$ cat src/rtl/patch_reducer_scheduler.sv
// Round-robin scheduler that feeds row sums into a pool of patch reducers and
// returns their results downstream in patch order, tagged with a sequence number.
module patch_reducer_scheduler #(
    parameter int N_REDUCER  = 4,
    parameter int PATCH_SIZE = 6,
    parameter int FP_SIZE    = 32
) (
    input  logic                             dram_clk,
    input  logic                             reset,
    input  logic                             patch_start,
    output logic                             patch_start_ack,
    output logic                             row_ready,
    input  logic                             row_valid,
    input  logic [FP_SIZE-1:0]               row_sum,
    output logic [N_REDUCER-1:0]             red_init,
    output logic [FP_SIZE-1:0]               red_partial_sum,
    output logic [2*N_REDUCER-1:0]           red_partial_sum_valid,
    input  logic [N_REDUCER-1:0]             red_sum_rdy,
    input  logic [N_REDUCER*FP_SIZE-1:0]     red_sum,
    output logic [N_REDUCER-1:0]             red_sum_ack,
    output logic                             sum_valid,
    output logic [FP_SIZE-1:0]               sum,
    output logic [7:0]                       sum_tag,
    input  logic                             sum_ack,
    output logic                             busy,
    output logic                             dbg_feed_state,
    output logic                             dbg_out_state,
    output logic [$clog2(N_REDUCER+1)-1:0]   dbg_occupancy
);

    localparam int IDX_W = $clog2(N_REDUCER);
    localparam int OCC_W = $clog2(N_REDUCER + 1);
    localparam int ROW_W = $clog2(PATCH_SIZE + 1);
    localparam logic [OCC_W-1:0] OCC_FULL = OCC_W'(N_REDUCER);
    localparam logic [ROW_W-1:0] ROW_LAST = ROW_W'(PATCH_SIZE - 1);

    typedef enum logic {IDLE, FEED} feed_state_t;
    typedef enum logic {OUT_WAIT, OUT_HOLD} out_state_t;

    feed_state_t feed_state, feed_next;
    out_state_t  out_state, out_next;

    logic [IDX_W-1:0] wr_idx, rd_idx;
    logic [OCC_W-1:0] occupancy;
    logic [7:0]       wr_tag, rd_tag;
    logic [ROW_W-1:0] row_cnt;

    logic alloc, accept, last_row, take, retire;
    logic [N_REDUCER-1:0]   init_d, rsa_d;
    logic [2*N_REDUCER-1:0] pv_d;

    always_ff @(posedge dram_clk or posedge reset) begin
        if (reset) begin
            feed_state <= IDLE;
            out_state  <= OUT_WAIT;
        end else begin
            feed_state <= feed_next;
            out_state  <= out_next;
        end
    end

    always_comb begin
        feed_next = feed_state;
        out_next  = out_state;
        case (feed_state)
            IDLE:    if (alloc)    feed_next = FEED;
            FEED:    if (last_row) feed_next = IDLE;
            default: feed_next = IDLE;
        endcase
        case (out_state)
            OUT_WAIT: if (take)   out_next = OUT_HOLD;
            OUT_HOLD: if (retire) out_next = OUT_WAIT;
            default:  out_next = OUT_WAIT;
        endcase
    end

    // Handshakes: a transfer happens on a rising edge where valid and ready are
    // both high; row_ready = FEED, sum_ack only counts while sum_valid is high.
    // A retire in the same cycle frees the slot, so a full pool may allocate.
    always_comb begin
        retire   = (out_state == OUT_HOLD) && sum_ack;
        alloc    = (feed_state == IDLE) && patch_start && ((occupancy < OCC_FULL) || retire);
        accept   = (feed_state == FEED) && row_valid;
        last_row = accept && (row_cnt == ROW_LAST);
        take     = (out_state == OUT_WAIT) && (occupancy != '0) && red_sum_rdy[rd_idx];
        init_d   = '0;
        init_d[wr_idx] = alloc;
        pv_d     = '0;
        pv_d[{wr_idx, 1'b0}] = accept;
        rsa_d    = '0;
        rsa_d[rd_idx] = take;
    end

    assign row_ready      = (feed_state == FEED);
    assign sum_valid      = (out_state == OUT_HOLD);
    assign busy           = (occupancy != '0) || (feed_state != IDLE);
    assign dbg_feed_state = feed_state;
    assign dbg_out_state  = out_state;
    assign dbg_occupancy  = occupancy;

    always_ff @(posedge dram_clk or posedge reset) begin
        if (reset) begin
            patch_start_ack       <= 1'b0;
            red_init              <= '0;
            red_partial_sum       <= '0;
            red_partial_sum_valid <= '0;
            red_sum_ack           <= '0;
            sum                   <= '0;
            sum_tag               <= '0;
            row_cnt               <= '0;
            wr_idx                <= '0;
            rd_idx                <= '0;
            wr_tag                <= '0;
            rd_tag                <= '0;
            occupancy             <= '0;
        end else begin
            patch_start_ack       <= alloc;
            red_init              <= init_d;
            red_partial_sum_valid <= pv_d;
            red_sum_ack           <= rsa_d;
            if (accept)
                red_partial_sum <= row_sum;
            if (alloc)
                row_cnt <= '0;
            else if (accept)
                row_cnt <= row_cnt + ROW_W'(1);
            if (last_row) begin
                wr_idx <= wr_idx + IDX_W'(1);
                wr_tag <= wr_tag + 8'd1;
            end
            if (take) begin
                sum     <= red_sum[rd_idx*FP_SIZE +: FP_SIZE];
                sum_tag <= rd_tag;
            end
            if (retire) begin
                rd_idx <= rd_idx + IDX_W'(1);
                rd_tag <= rd_tag + 8'd1;
            end
            case ({alloc, retire})
                2'b10:   occupancy <= occupancy + OCC_W'(1);
                2'b01:   occupancy <= occupancy - OCC_W'(1);
                default: occupancy <= occupancy;
            endcase
        end
    end

endmodule

$ cat config.mk
export PLATFORM = sky130hd
export DESIGN_NAME = patch_reducer_scheduler
export DESIGN_NICKNAME = d
export VERILOG_FILES = /design/src/rtl/patch_reducer_scheduler.sv
export SDC_FILE = /design/constraint.sdc
export NUM_CORES = 1
export LEC_CHECK = 0
export CAP_MARGIN = 20
export CELL_PAD_IN_SITES_DETAIL_PLACEMENT = 1
export CELL_PAD_IN_SITES_GLOBAL_PLACEMENT = 2
export CORE_ASPECT_RATIO = 0.5
export CORE_UTILIZATION = 25
export DETAILED_ROUTE_END_ITERATION = 7
export HOLD_SLACK_MARGIN = 0.05
export PLACE_DENSITY_LB_ADDON = 0.1
export SYNTH_ARGS = -nofsm -noshare
export SYNTH_HDL_FRONTEND = slang
export SYNTH_SLANG_ARGS = --single-unit
$ cat constraint.sdc
create_clock -name dram_clk -period 3.6 [get_ports dram_clk]
set_input_delay 0.36 -clock dram_clk [delete_from_list [all_inputs] [get_ports dram_clk]]
set_output_delay 0.36 -clock dram_clk [all_outputs]
set_load 0.02 [all_outputs]
# Yosys cells after proc, flatten, opt, wreduce, memory -nomap -nowiden
# Cells that the tools add are included.
[word_totals]
register_bits = 109
latchBits = 0
mem_bits_rw = 0
romBits = 0
output_inout_bits = 97
word_cells = 68
n_memories = 0
[classes]
addsub = 6
mul = 0
div = 0
magnitude_cmp = 7
eq_ne = 3
shift = 1
muxes = 17
bitwise_logic = 5
n_reduce_logical = 15
[ops]
columns = ["operator", "n"]
rows = [
  ["$shiftx A128 B8 Y32", 1],
  ["$logic_and A1 B1 Y1", 10],
  ["$add A8 B1 Y8 const B", 1],
  ["$and A4 B4 Y4", 2],
  ["$and A8 B7 Y8", 1],
  ["$mux W1", 8],
  ["$add A3 B1 Y3 const B", 2],
  ["$demux W1 S2", 3],
  ["$lt A2 B3 Y1 const B", 2],
  ["$mux W3", 2],
  ["$pmux W3 S2", 1],
  ["$add A2 B1 Y2 const B", 2],
  ["$ge A2 B1 Y1 const B", 2],
  ["$lt A3 B4 Y1 const B", 1],
  ["$pmux W1 S2", 2],
  ["$reduce_bool A2 Y1", 2],
  ["$eq A3 B3 Y1 const B", 1],
  ["$ge A3 B1 Y1 const B", 1],
  ["$lt A3 B3 Y1 const B", 1],
  ["$reduce_bool A3 Y1", 1],
  ["$sub A3 B1 Y3 const B", 1],
  ["$bmux W1 S2", 1],
  ["$eq A2 B1 Y1 const B", 1],
  ["$eq A2 B2 Y1 const B", 1],
  ["other kinds (2)", 4],
]

# Depth between registers and ports, before layout
# Gate-level depths: netlist of run 1.
[depth]
ltp_word = 5
mapped_depth = 10
mapped_depth_nobuf = 9

# Worst setup path after synthesis of run 1
# No wires, ideal clock.
[synth_timing]
path_type = "reg-to-reg"
startpoint = "register feed_state, in the netlist dbg_feed_state"
endpoint = "register occupancy[2], in the netlist dbg_occupancy[2]"
t_arrival_ps = 1977
slack_ps = 1490
path_stages_with_launch = 11
n_path_buf = 1
synth_period_minus_slack_ps = 2110
cell_sequence = "dfrtp_1 > clkbuf_1 > nand2b_1 > a21oi_1 > inv_1 > ha_1 > inv_1 > fa_1 > xor2_1 > nor2_1 > xor2_1"
[synth_between]
elab_chain_len = 5
word_cells_on_any_way = 7
cone_classes = "eq/ne (2); mux (1); bitwise (1); reduce/logical (3)"
[synth_rtl]
columns = ["item", "line", "rtl"]
rows = [
  ["from (decl)", "40", "feed_state_t feed_state, feed_next;"],
  ["from (signal assigned)", "57", "feed_state <= feed_next;"],
  ["$not A1 Y1 (*)", "--", ""],
  ["$logic_and A1 B1 Y1 (*) (2 in a row)", "82", "alloc = (feed_state == IDLE) && patch_start && ((occupancy < OCC_FULL) || retire);"],
  ["via alloc", "48", "logic alloc, accept, last_row, take, retire;"],
  ["$eq A2 B1 Y1 or $eq A2 B2 Y1 (tied branches)", "139", "case ({alloc, retire})"],
  ["$pmux W3 S2 or $reduce_bool A2 Y1 (tied branches)", "--", ""],
  ["to (signal assigned)", "140", "2'b10: occupancy <= occupancy + OCC_W'(1);"],
  ["to (signal assigned)", "141", "2'b01: occupancy <= occupancy - OCC_W'(1);"],
  ["to (signal assigned)", "142", "default: occupancy <= occupancy;"],
  ["to (decl)", "44", "logic [OCC_W-1:0] occupancy;"],
]
# Mark *: on every way through the listed nets, which the timed path passes. The rest lies on a longest branch.
# A chain may end at the register's enable or synchronous reset.

# Worst setup path in the final report of run 1
[layout_timing]
startpoint = "register rd_idx[0]"
endpoint = "register sum[18]"
[layout_between]
elab_chain_len = 3
word_cells_on_any_way = 4
cone_classes = "shift (1); mux (2); reduce/logical (1)"
[layout_rtl]
columns = ["item", "line", "rtl"]
rows = [
  ["from (decl)", "43", "logic [IDX_W-1:0] wr_idx, rd_idx;"],
  ["from (signal assigned)", "136", "rd_idx <= rd_idx + IDX_W'(1);"],
  ["parallel branches: the longest is 3 deep, another holds $shiftx A128 B8 Y32", "--", ""],
  ["to (signal assigned)", "132", "sum <= red_sum[rd_idx*FP_SIZE +: FP_SIZE];"],
  ["to (decl)", "22", "output logic [FP_SIZE-1:0] sum,"],
]
# Parallel ways; which one is timed is not known. The select of a mux whose other input is x is not followed.

==> summary.md, run 1 <==
| Metric | Value |
|---|---|
| Crit path DAT | `2.63 ns` |
| Number of CTS-inserted buffers | `9` |
| Initial DRC count | `144` |
| Power Total | `6.66 mW` |
| Total congestion overflow | `0` |
| 1st-pass router iterations | `4` |
| Fin. max-slew vios | `0` |
| Chip width | `204 um` |
| Warnings, synthesis | `0` |
| Final setup viols | `0` |
| CP required | `3.83 ns` |
| Worst-margin pin slew | `1.02 ns` |
| DR WL/cell | `17.9 um` |
| Cell Pwr Density | `807 mW/mm2` |
| Post-Route Utilization | `0.420` |
| Mapped Cells | `323` |
| Routed Antenna Nets | `0` |
| Synth top area cells | `dfrtp_1, mux4_2, mux2_4` |
| Fin crit period | `2.40 ns` |
| CTS resizes | `0` |
| Antenna diodes | `0` |
| Initial antenna violation count | `0` |
| Maxcap violations | `0` |
| Fmax | `417 MHz` |
| Nets | `766` |
| Fill cell count | `2009` |
| Leading area contributor after synthesis | `dfrtp_1` |
| Worst-Skew Late Latency | `0.35 ns` |
| CP Launch Type | `flop` |
| DR DRC count | `0` |
| Max_slew headroom | `0.317` |
| Status | `finished, final reports clean` |
| Clock Path Buffers | `2` |
| Clk pin slew, worst setup/hold paths | `0.08 ns` |
| Crit. End Element | `flop` |
| Worst VDD drop | `0.000397 V` |
| Synth top cells by count | `dfrtp_1, mux2_2, mux2_4` |
| Worst setup margin | `1.20 ns` |
| PortBufs | `261` |
| Netlist cell types | `31` |
| Vias in the first global route | `3941` |
| Flops & latches, synth | `105` |
| CTS Sinks | `105` |
| R2R depth | `4` |
| Final hold viol count | `0` |
| Synth Area per Inst | `15.7 um2` |
| Die Area | `0.0209 mm2` |
| Area Growth Syn to Fin | `62.8%` |
| Static leakage | `3.48 nW` |
| CTS H-tree depth | `3` |
| Core Region | `0.0197 mm2` |
| Ys flop type | `dfrtp_1` |
| Tot GR Track Use | `0.147` |
| HP Class | `in2async` |
| TNS Setup | `0 ns` |
| Final period utilization | `0.667` |
| Hold_ws | `0.458 ns` |
| Number of flops mapped to enable cells by yosys | `0` |
| Placer Congestion | `0.725` |
| Layout cells sized above 1 | `0.229` |
| Synth async-reset ratio | `1.00` |
| Largest net degree at the start of global routing | `52` |
| Num ports | `266` |
| Pre-CTS setup slack | `0.836 ns` |
| Via density | `4.30` |
| Post-Syn Area | `0.00508 mm2` |
| Starting Density | `0.258` |
| Die Y | `103 um` |
| CTS root buffer | `clkbuf_16` |
| Yosys top cell area share | `0.518` |
| Top-count cell post-synth | `dfrtp_1` |
| Setup Buffers After CTS | `0` |
| CP max FO | `23` |
| Via count | `3673` |
| Hpwl dp | `11500 um` |
| CTS tree | `yes` |
| Setup Skew | `0.0126 ns` |
| Final wirelength | `15300 um` |
| Post-synthesis sequential area ratio | `0.518` |
| RSZ-0062 raised after global routing | `false` |
| Crit Path Category | `reg2reg` |
| Row count | `36` |
| Post-CTS Hold Buffers | `0` |
| First-pass GRT wire length | `23100 um` |
[cell usage in the layout (no fill, tap or decap), drive strengths merged]
master	n
mux4	32
nand2	12
nor3	1
fa	1
and3	5
clkdlybuf4s50	261
buf	8
ha	12
inv	18
o22ai	1
mux2i	2
xnor2	8
and2	4
clkbuf	9
nand3b	1
a21oi	1
nor2	8
nand2b	2
mux2	74
dfrtp	105
xor2	5
nand4	4
o21ai	4
conb	4
a211oi	1
clkinv	3
clkinvlp	1
bufinv	1
nand3	1
[routing by layer]
| layer | vias to the layer above | share of wire | track usage |
|---|---|---|---|
| met1 | 1878 | 0.45 | 0.187 |
| met4 | 0 | 0.0085 | 0.0301 |
| li1 | 1671 | - | - |
| met2 | 111 | 0.49 | 0.252 |
| met5 | - | 0 | 0 |
| met3 | 13 | 0.058 | 0.0430 |
[flip-flops by register name, indices dropped and copies added (netlist names)]
| register | count |
|---|---|
| dbg_feed_state | 1 |
| dbg_occupancy | 3 |
| dbg_out_state | 1 |
| patch_start_ack | 1 |
| rd_idx | 2 |
| rd_tag | 8 |
| red_init | 4 |
| red_partial_sum | 32 |
| red_partial_sum_valid | 4 |
| red_sum_ack | 4 |
| row_cnt | 3 |
| sum | 32 |
| sum_tag | 8 |
| wr_idx | 2 |
[worst max-delay path: stages, from the launching register on]
cell and delay [ns]:
dfrtp_2 0.44, mux2_4 0.32, o21ai_4 0.78, buf_4 0.37, mux2_2 0.35
[cell families after synthesis]
group / after synthesis / share of synthesized area
flip-flops: 105 / 0.518
other: 1 / 0.000739
AO/OA/AOI/OAI: 7 / 0.0108
XOR/XNOR: 13 / 0.0224
multiplexers: 108 / 0.337
adder cells (fa/ha/maj): 13 / 0.0335
buffers and inverters: 38 / 0.0414
AND/OR/NAND/NOR: 38 / 0.0367
[final timing paths]
kind	startpoint	to	slack (ns)
worst min register to register	rd_tag[7]	rd_tag[7]	0.48
worst max-delay path	rd_idx[0]	sum[18]	1.20
worst max register to register	rd_idx[0]	sum[18]	1.20
min in group dram_clk	rd_tag[7]	rd_tag[7]	0.48
max in group asynchronous	reset	sum[21]	2.37
worst min-delay path	reset	red_partial_sum[22]	0.46
[report_power, final]
part	leakage [nW]	switching [mW]	internal (mW)	total, mW
Combinational	2.05	1.61	2.03	3.63
Sequential	1.28	0.316	1.67	1.99
Clock	0.150	0.488	0.555	1.04
Total	3.48	2.41	4.25	6.66
[layout make-up]
class	instances	area, um2	share of cell area
timing repair buffer	269	2670	0.323
multi-input combinational	183	2250	0.272
clock buffer	9	225	0.0273
clock inverter	7	88.8	0.0108
sequential	105	2630	0.318
inverter	16	62.6	0.00757
tap	266	333	0.0403
[metrics by stage]
step,instance area [um2],cells
2_1_floorplan,5090,326
3_3_place_gp,7950,839
3_5_place_dp,7950,839
4_1_cts,8260,855
5_1_grt,8260,855
6_report,8260,855
(Power assumes the default switching activity.)
==> run 2, diff against run 1 <==
- clock period: 3.6 -> 2.4 ns (I/O delays scaled with it)
==> run 2 against run 1 <==
  * Die area is the same
  * Clock power grew 49%
  * Critical path depth shrank 1
  * Worst setup slack lost 0.87 ns
  * Sequential cell count is the same
  * Cell count grew 0.23%
  * Sequential share of layout area shrank 0.28 points
  * Register-to-register slack lost 0.74 ns
  * First-iteration DRC count shrank 38%
  * Core utilization grew 0.37 points
  * Sequential power grew 51%
==> summary.md, run 2 (synthesis gave the netlist of run 1 again) <==
| Metric | Value |
|---|---|
| Status | `finished, final reports clean` |
| Final period utilization | `0.861` |
| Vias in the first global route | `3950` |
| Delay of the slowest critical-path stage | `0.56 ns` |
| RSZ-0062 raised after global routing | `false` |
| Die Y | `103 um` |
| Via count | `3656` |
| Layout Cells excl Fill | `857` |
| Worst VDD drop | `0.000506 V` |
| CTS Sinks | `105` |
| Sw frac | `0.359` |
| Setup Skew | `0.0126 ns` |
| Final wirelength | `15000 um` |
| Gate power share | `0.548` |
| CTS resizes | `0` |
| PortBufs | `261` |
| Largest net degree at the start of global routing | `54` |
| Largest regs | `red_partial_sum x32, sum x32` |
| Fin. max-slew vios | `0` |
| Fin crit period | `2.07 ns` |
| Static leakage | `3.51 nW` |
| Switch Pwr | `3.62 mW` |
| Core Region | `0.0197 mm2` |
| Post-CTS Hold Buffers | `0` |
| Int Power | `6.47 mW` |
| CP max-delay cell | `clkdlybuf4s50_1` |
| Number of CTS-inserted buffers | `9` |
| CTS root buffer | `clkbuf_16` |
| HP Class | `in2async` |
| Routed Antenna Nets | `0` |
| Fill cell count | `2052` |
| Commonest non-fill, non-tap cell in the layout | `clkdlybuf4s50_1` |
| TNS Setup | `0 ns` |
| Final setup viols | `0` |
| CP Cell Sequence | `nor3_1, nand2b_1, clkdlybuf4s50_1` |
| Row count | `36` |
| CP Launch Type | `flop` |
| Commonest non-fill, non-tap cells in the layout | `clkdlybuf4s50_1, dfrtp_1, mux2_2` |
| First-pass GRT wire length | `23200 um` |
| Tot GR Track Use | `0.148` |
| Reg area | `0.00263 mm2` |
| Setup Buffers After CTS | `0` |
| Area Growth Syn to Fin | `64.2%` |
| Placed Instances | `841` |
| Multi-input logic area | `0.00225 mm2` |
| Die Area | `0.0209 mm2` |
| Starting Density | `0.258` |
| Num ports | `266` |
| Hpwl dp | `11300 um` |
| CTS H-tree depth | `3` |
| Layout cells sized above 1 | `0.232` |
| Final hold viol count | `0` |
| Crit path DAT | `1.83 ns` |
| Worst-Skew Late Latency | `0.36 ns` |
| Placer Congestion | `0.701` |
| Power share of the clock group | `0.153` |
| 1st-pass router iterations | `4` |
| Maxcap violations | `0` |
| Nets | `768` |
| Chip width | `204 um` |
| CTS tree | `yes` |
| Reg power frac | `0.299` |
| Cell Pwr Density | `1210 mW/mm2` |
| Crit Path Category | `reg2out` |
| Initial DRC count | `90` |
| Worst-margin pin slew | `0.677 ns` |
| Clk pin slew, worst setup/hold paths | `0.08 ns` |
| Via density | `4.27` |
| DR WL/cell | `17.6 um` |
| Crit. End Element | `primary output` |
| Clock Path Buffers | `2` |
| Fmax | `484 MHz` |
| CP max FO | `4` |
| Total congestion overflow | `0` |
| DR DRC count | `0` |
| CP required | `2.16 ns` |
| Max_slew headroom | `0.549` |
| Antenna diodes | `0` |
| Initial antenna violation count | `0` |
[run 2: cell types whose count changed in the layout (fill, tap and decap cells not counted), sizes merged]
cell / change
clkinvlp: +2
clkinv: -2
buf: +2
[run 2: final timing paths]
path                             startpoint                  end  slack, ns  cells after the start
setup / recovery           dbg_occupancy[2]                 busy       0.33                      3
hold / removal                        reset              sum[28]       0.32                      3
setup reg to reg              dbg_out_state     dbg_occupancy[2]       0.46                      9
hold reg to reg                   rd_tag[6]            rd_tag[6]       0.50                      1
min in group dram_clk           row_sum[18]  red_partial_sum[18]       0.49                      2
max in group asynchronous             reset   red_partial_sum[1]       1.45                      3
[run 2: critical path: cells and delay by family (launching register included)]
| family | cells | cell delay [ns] |
|---|---|---|
| DFF | 1 | 0.43 |
| and+or+nand+nor | 2 | 0.48 |
| buffers and inverters | 1 | 0.56 |
[run 2: per-stage QoR]
step	setup slack (ns)	hold WS (ns)	power, mW	utilization	cell area (um2)
finish	0.333	0.318	10.1	0.423	8330
CTS	0.242	0.326	10.3	0.423	8330
global route	0.190	0.350	10.7	0.423	8330
detailed placement	0.219	0.492	8.69	0.408	8030
floorplan	0.290	0.347	6.42	-	5090
global placement	0.269	0.484	8.62	0.408	8030
[run 2: routing by layer]
metal  track usage  vias to the layer above  share of wire
met1         0.188                     1868           0.44
met2         0.252                      109           0.49
li1              -                     1669              -
met3        0.0427                       10          0.060
met4        0.0364                        0         0.0072
met5             0                        -              0
[run 2: power groups by stage]
stage                     clock, mW  combinational, mW  sequential (mW)
after floorplan                   0               2.71             3.70
after global placement            0               5.59             3.03
after detailed placement          0               5.63             3.06
after CTS                      1.62               5.65             3.03
after global routing           1.68               5.92             3.13
final                          1.55               5.52             3.01
[run 2: area by class of cell]
type,instances,share of cell area
flip-flops and latches,105,0.316
well taps,266,0.0399
inverters,16,0.00766
clock buffers,9,0.0270
multi-input cells,183,0.270
clock inverters,7,0.00991
repair buffers,271,0.330
